## config.mk

```make
export PLATFORM = sky130hd
export DESIGN_NAME = fwd_hazard_ctrl
export DESIGN_NICKNAME = d
export VERILOG_FILES = /design/src/rtl/fwd_hazard_ctrl.sv
export SDC_FILE = /design/constraint.sdc
export NUM_CORES = 1
export LEC_CHECK = 0
export ABC_AREA = 0
export CORE_AREA = 10 10 47 49
export DETAILED_ROUTE_END_ITERATION = 16
export DIE_AREA = 0 0 57 59
export DONT_BUFFER_PORTS = 1
export PLACE_DENSITY = 0.66
export SETUP_SLACK_MARGIN = 0.05
export SLEW_MARGIN = 20
export SYNTH_ARGS = -nofsm -noshare
export SYNTH_HDL_FRONTEND = slang
export SYNTH_SLANG_ARGS = --single-unit
export TNS_END_PERCENT = 10
```

## constraint.sdc

```tcl
create_clock -name clk -period 2.7 [get_ports clk]
set_input_delay 0.81 -clock clk [delete_from_list [all_inputs] [get_ports clk]]
set_output_delay 0.81 -clock clk [all_outputs]
set_load 0.03 [all_outputs]
```

## src/rtl/fwd_hazard_ctrl.sv

```systemverilog
// Forwarding-select and load-use hazard controller for a 5-stage pipeline.
// Optional stall statistics counter: define FWD_HAZARD_STALL_STATS_EN.
module fwd_hazard_ctrl #(
    parameter int unsigned NUM_SRC  = 2,
    parameter int unsigned REG_AW   = 5,
    parameter int unsigned LOAD_LAT = 1
) (
    input  logic                        clk,
    input  logic                        rst_n,
    input  logic                        id_valid,
    input  logic [NUM_SRC*REG_AW-1:0]   id_rs,
    input  logic [NUM_SRC*REG_AW-1:0]   ex_rs,
    input  logic [REG_AW-1:0]           ex_rd,
    input  logic                        ex_RegWr,
    input  logic                        ex_MemRd,
    input  logic [REG_AW-1:0]           mem_rd,
    input  logic                        mem_RegWr,
    input  logic [REG_AW-1:0]           wb_rd,
    input  logic                        wb_RegWr,
    input  logic                        flush,
    output logic [NUM_SRC*2-1:0]        fwd_sel,
    output logic                        stall_if_id,
    output logic                        bubble_ex,
    output logic [15:0]                 stall_count
);

    typedef enum logic {
        IDLE  = 1'b0,
        STALL = 1'b1
    } state_t;

    // The hit cycle itself is the first stall cycle, so STALL covers LOAD_LAT-1 more.
    localparam logic [1:0] CNT_INIT = (LOAD_LAT > 1) ? 2'(LOAD_LAT - 2) : 2'd0;

    state_t      r_state;
    state_t      w_state_nxt;
    logic [1:0]  r_cnt;
    logic [1:0]  w_cnt_nxt;
    logic        w_src_match;
    logic        w_hit;
    logic        w_stall;

    always_comb begin
        fwd_sel = '0;
        for (int unsigned k = 0; k < NUM_SRC; k++) begin
            if (mem_RegWr && (mem_rd != '0) && (mem_rd == ex_rs[k*REG_AW +: REG_AW])) begin
                fwd_sel[k*2 +: 2] = 2'b10;
            end else if (wb_RegWr && (wb_rd != '0) && (wb_rd == ex_rs[k*REG_AW +: REG_AW])) begin
                fwd_sel[k*2 +: 2] = 2'b01;
            end
        end
    end

    always_comb begin
        w_src_match = 1'b0;
        for (int unsigned k = 0; k < NUM_SRC; k++) begin
            if (ex_rd == id_rs[k*REG_AW +: REG_AW]) begin
                w_src_match = 1'b1;
            end
        end
        w_hit = id_valid && ex_MemRd && ex_RegWr && (ex_rd != '0) && w_src_match;
    end

    always_ff @(posedge clk or negedge rst_n) begin
        if (!rst_n) begin
            r_state <= IDLE;
            r_cnt   <= '0;
        end else begin
            r_state <= w_state_nxt;
            r_cnt   <= w_cnt_nxt;
        end
    end

    always_comb begin
        w_state_nxt = r_state;
        w_cnt_nxt   = r_cnt;
        if (flush) begin
            w_state_nxt = IDLE;
            w_cnt_nxt   = '0;
        end else begin
            case (r_state)
                IDLE: begin
                    if (w_hit && (LOAD_LAT > 1)) begin
                        w_state_nxt = STALL;
                        w_cnt_nxt   = CNT_INIT;
                    end
                end
                STALL: begin
                    if (r_cnt == '0) begin
                        w_state_nxt = IDLE;
                    end else begin
                        w_cnt_nxt = r_cnt - 2'd1;
                    end
                end
                default: begin
                    w_state_nxt = IDLE;
                    w_cnt_nxt   = '0;
                end
            endcase
        end
    end

    // Gated by rst_n so the Mealy hit path stays quiet while reset is held.
    always_comb begin
        w_stall     = rst_n && !flush && ((r_state == STALL) || w_hit);
        stall_if_id = w_stall;
        bubble_ex   = w_stall;
    end

`ifdef FWD_HAZARD_STALL_STATS_EN
    logic [15:0] r_stall_count;

    always_ff @(posedge clk or negedge rst_n) begin
        if (!rst_n) begin
            r_stall_count <= '0;
        end else if (w_stall && (r_stall_count != '1)) begin
            r_stall_count <= r_stall_count + 16'd1;
        end
    end

    assign stall_count = r_stall_count;
`else
    assign stall_count = '0;
`endif

endmodule

```

==> run metrics, run 1 <==
outcome finished, violations left; failing checks setup timing; clock sink count 3; Worst Reg-to-Reg Cells 5; Skew-Pair Late Insertion Delay 230 ps; CP Max Fanout 2; Starting Density 0.482; Max Clock Skew 0.699 ps; top-level I/O count 65; largest cells by area after synthesis xnor2_1 (22%), buf_4 (19%), xor2_1 (18%); WL/cell 17.7 um; initial antenna violation count 0; r2r setup slk 1480 ps; share of layout cells above drive strength 1 0.167; Antenna Nets Post-Route 0; Final Cell Area 733 um2; max-cap viol count 0; Reg clk slew, reported paths 40 ps; RePlAce Congestion 0.788; DR pass1 iterations 2; placed insts 102; Root Driver clkbuf_4; Yosys top cell by area xnor2_1; # diodes 0; Unique masters post-synth 22; FILL cells 145; global-route wire length before repair 2790 um; Peak Freq 360 MHz; synthesized flop and latch total 3; pre-CTS setup slack -89.9 ps; Critical Path Start Type input pin; endpoints failing setup 2; CP arrival 1970 ps; Crit path required time 1890 ps; PortBufs 0; Power Density 294 nW/um2; drc violations 0; minimum clock period 2780 ps; critical path class input pin to primary output; TritonCTS Buffers 3; r2r endpoint r_cnt[1]; Syn Std Cell Area 676 um2; total congestion overflow 0; via count 535; nets 135; final WL 1880 um; num rows 14; die area 3360 um2; dpl hpwl 1730 um; vias in the first global route 590; number of H-tree levels 1; global router's overall resource usage 0.101; Area after DPL 699 um2; Buf+Inv Stages, Crit Path 1; slowest CP cell or4_4; family with the most delay on the worst path simple AND/OR/NAND/NOR gates; CTS tree yes; Final Cycle Share 1.03; RSZ-0062 raised after global routing yes; flip-flop and latch area 75.1 um2; final hold slack 275 ps; Final Hold Violating Endpoints 0; worst min-delay path class input pin to async pin; worst vdd ir 0.000208 V; Setup crit end kind primary output; Finished Layout Cells 106; Layout area overhead 8.52%; vias per inst 5.05; drt initial violations 3; Max Buffers Root-to-Sink 2; worst setup margin -77.2 ps; Synth Warn # 0; post-layout util 0.523; Multi-input gate area 559 um2; max incr delay on CP 550 ps; CP Cell Sequence xor2_1 -> or4_4 -> nor4_4 -> buf_6; leakage power 0.000277 uW; top cell type's share of synthesized area 0.220; Final Max Tran Viols 0; Die H 59 um; largest net degree at the start of global routing 5; syn_area_per_cell 8.14 um2; die width 57 um; cell count after synthesis 83; sequential cell area fraction in the yosys report 0.111; reg2reg start r_cnt[0]; Core Footprint 1400 um2
worst max-delay path by stage:
stage	end	slack [ps]	cells after the start	start
floorplan	fwd_sel[0]	-130	4	mem_rd[1]
global placement	fwd_sel[2]	-80	5	wb_rd[2]
detailed placement	fwd_sel[0]	-90	5	wb_rd[2]
CTS	fwd_sel[2]	-70	4	ex_rs[7]
global route	fwd_sel[2]	-130	4	ex_rs[7]
finish	fwd_sel[2]	-80	4	ex_rs[7]
registers in the layout (all words and copies together) (netlist names):
register  count
r_cnt         2
r_state       1
per-stage QoR:
step | TNS, ps | power, uW
6_report | -128 | 215
5_1_grt | -220 | 226
4_1_cts | -141 | 220
3_5_place_dp | -179 | 136
3_3_place_gp | -157 | 135
2_1_floorplan | -253 | 147
final cells by class:
class / count / area share
flip-flops and latches: 3 / 0.102
clock buffers: 4 / 0.0358
well taps: 16 / 0.0273
repair buffers: 5 / 0.0614
inverters: 2 / 0.0102
multi-input cells: 76 / 0.763
power breakdown:
part               switching [uW]  internal (uW)  total (uW)
clock                        22.6           55.3        78.0
sequential     0.0000000000000370           45.2        45.2
combinational                56.8           35.4        92.2
total                        79.4            136         215
synthesized netlist by cell type:
| cell type | n |
|---|---|
| inv_1 | 2 |
| dfrtp_1 | 3 |
| o22ai_1 | 1 |
| xnor2_1 | 17 |
| nor2_1 | 3 |
| nand3_1 | 4 |
| a211oi_1 | 1 |
| nor3_1 | 1 |
| ha_1 | 1 |
| nand4_1 | 1 |
| o21ai_1 | 1 |
| xor2_1 | 14 |
| buf_4 | 17 |
| or4_1 | 4 |
| a21oi_1 | 1 |
| nor2b_1 | 3 |
| o21ai_2 | 1 |
| nand2_1 | 2 |
| a22o_1 | 1 |
| nor4_1 | 2 |
| conb_1 | 1 |
| nor4_2 | 2 |
per-layer routing:
layer	track usage	vias up	routed length (um)
met5	0	-	0
met4	0.0503	0	15
met3	0.0536	2	227
met2	0.208	23	1200
met1	0.0712	248	442
li1	-	262	-
repair_timing:
item / CTS / global route
setup endpoints to repair: 2 / 2
pin swaps: 2 / 0
setup buffers: 0 / 0
resized for setup: 0 / 2
hold buffers: 0 / 0
endpoints found under the hold margin: 0 / 0
placed cells by master, fill, tap and decap left out, types with 2 or more instances in the layout:
master,instances
xnor2_1,17
nor2_1,3
buf_6,2
xor2_1,14
or4_1,2
nand3_1,4
nand2_1,2
clkbuf_4,3
or4_4,2
conb_1,16
nor4_4,2
inv_1,2
nor2b_1,3
nor4_2,2
buf_4,3
dfrtp_1,3
logic make-up (layout without fill, tap and decap cells):
group	count (synthesis)	after routing	share of synthesized area
adder cells (fa/ha/maj)	1	1	0.0185
buffers and inverters	19	11	0.200
flip-flops	3	3	0.111
XOR/XNOR	31	31	0.402
AND/OR/NAND/NOR	22	22	0.202
other	1	16	0.00555
AO/OA/AOI/OAI	6	6	0.0611
No activity file was read; power rests on OpenSTA's default activity.
==> inputs of run 2 (changes only) <==
Settings changed: CELL_PAD_IN_SITES_DETAIL_PLACEMENT set to 1, CELL_PAD_IN_SITES_GLOBAL_PLACEMENT set to 2, CORE_AREA 10 10 47 49 to unset, CORE_MARGIN set to 10, CORE_UTILIZATION set to 29, DIE_AREA 0 0 57 59 to unset, PLACE_DENSITY 0.66 to unset, PLACE_DENSITY_LB_ADDON set to 0.1.
==> run 2 against run 1 <==
The run still ends with setup timing left. Clock skew is essentially flat. Highest routed layer unchanged. First-iteration DRC count grew to 3.3 times the previous value. Setup slack got worse by 0.72 ps. Largest power group unchanged. Non-clock buffer count stayed put. Critical path type unchanged.
==> run metrics, run 2 (synthesis results as in run 1) <==
number of H-tree levels 1; placed insts 114; minimum clock period 2780 ps; outcome finished, violations left; worst setup margin -77.9 ps; critical path class input pin to primary output; leakage power 0.000282 uW; global router's overall resource usage 0.0810; RSZ-0062 raised after global routing yes; Die H 68.3 um; num rows 17; Layout area overhead 13.7%; Core Footprint 2210 um2; Final Cycle Share 1.03; CP Cell Sequence or4_4 -> o21ai_4 -> nor4_2 -> nor4_4 -> buf_6; endpoints failing setup 2; CTS tree yes; Root Driver clkbuf_4; Clk pwr share 0.356; total congestion overflow 0; RePlAce Congestion 0.813; global-route wire length before repair 2950 um; Power Density 286 nW/um2; worst min-delay path class input pin to async pin; Starting Density 0.305; TritonCTS Buffers 3; Crit path required time 1890 ps; Buf+Inv Stages, Crit Path 1; commonest non-fill, non-tap cell in the layout xnor2_1; Met2 Wirelength 1180 um; cts hold-fix bufs 0; Stages on worst setup path 5; # diodes 0; top-level I/O count 65; PortBufs 0; Antenna Nets Post-Route 0; Net Switching 82.4 uW; Worst Reg-to-Reg Cells 5; Top Metal Used met4; share of power burned in registers 0.206; largest registers r_cnt: 2 flops, r_state: 1 flops; most frequent cells in the layout xnor2_1 (17), conb_1 (16), xor2_1 (14); worst vdd ir 0.000205 V; nets 135; Biggest register r_cnt; DR pass1 iterations 3; final WL 2060 um; post-layout util 0.347; drc violations 0; family with the most delay on the worst path simple AND/OR/NAND/NOR gates; WL/cell 17.5 um; Finished Layout Cells 118; met3 wire length 278 um; vias per inst 4.48; Peak Freq 360 MHz; Reg clk slew, reported paths 40 ps; dpl hpwl 1950 um; Setup TNS -153 ps; die width 68.3 um; max-cap viol count 0; max reg flops 2; max incr delay on CP 530 ps; Max Clock Skew 0.742 ps; Cell Int Power 137 uW; switch share 0.375; Skew-Pair Late Insertion Delay 230 ps; share of layout cells above drive strength 1 0.178; CP Max Fanout 3; Setup crit end kind primary output; vias in the first global route 603; Final Max Tran Viols 0; wl on met1 576 um; Pwr Total 220 uW; Critical Path Start Type input pin; Final Hold Violating Endpoints 0; clock sink count 3; drt initial violations 10; die area 4660 um2; largest net degree at the start of global routing 5; Max Buffers Root-to-Sink 2; initial antenna violation count 0; final hold slack 273 ps; failing checks setup timing; Gate power share 0.438; slowest CP cell or4_4; via count 529; CP arrival 1970 ps
-- run 2: worst reg2reg max path: cells and delay by family (launching register included) --
kind,cells,cell delay (ps)
compound gates,1,220
fa+ha+maj,1,190
buf+inv,1,60
flops,1,350
simple gates,2,330
-- run 2: power groups by stage --
stage | registers, uW | clock network [uW] | logic (uW)
final | 45.2 | 78.2 | 96.1
after global routing | 45.2 | 84.4 | 104
after CTS | 45.2 | 82.8 | 92.7
after detailed placement | 45.8 | 0 | 91.8
after global placement | 45.8 | 0 | 91.6
after floorplan | 45.8 | 0 | 102
-- run 2: path summary, 6_finish.rpt --
path | endpoint | slack, ps | start
max in group asynchronous | r_state | 2360 | rst_n
min in group clk | r_cnt[0] | 550 | r_cnt[0]
worst min-delay path | r_cnt[0] | 270 | rst_n
worst min register to register | r_cnt[0] | 550 | r_cnt[0]
worst max-delay path | fwd_sel[0] | -80 | mem_rd[1]
worst max register to register | r_cnt[1] | 1450 | r_cnt[0]
-- run 2: cell type report --
| type | count | area (um2) |
|---|---|---|
| Fill cell | 277 | 1440 |
| Multi-Input combinational cell | 76 | 579 |
| Sequential cell | 3 | 75.1 |
| Timing Repair Buffer | 5 | 45.0 |
| Tap cell | 28 | 35.0 |
| Clock buffer | 4 | 26.3 |
| Inverter | 2 | 7.51 |
-- run 2: timing repair --
action | in CTS | in global routing
pin swaps | 2 | 1
resized for setup | 2 | 3
setup buffers | 0 | 0
endpoints found under the setup margin | 2 | 4
endpoints found under the hold margin | 0 | 0
-- run 2: layer usage --
layer,global-route usage,up-vias
met5,0,-
met4,0.0377,0
met3,0.0343,4
met2,0.152,27
met1,0.0734,239
li1,-,259
-- run 2: stage by stage --
step	worst slack [ps]	cell area, um2
6_report	-77.9	768
3_5_place_dp	-125	714
3_3_place_gp	-105	714
2_1_floorplan	-126	769
5_1_grt	-125	768
4_1_cts	-89.2	748
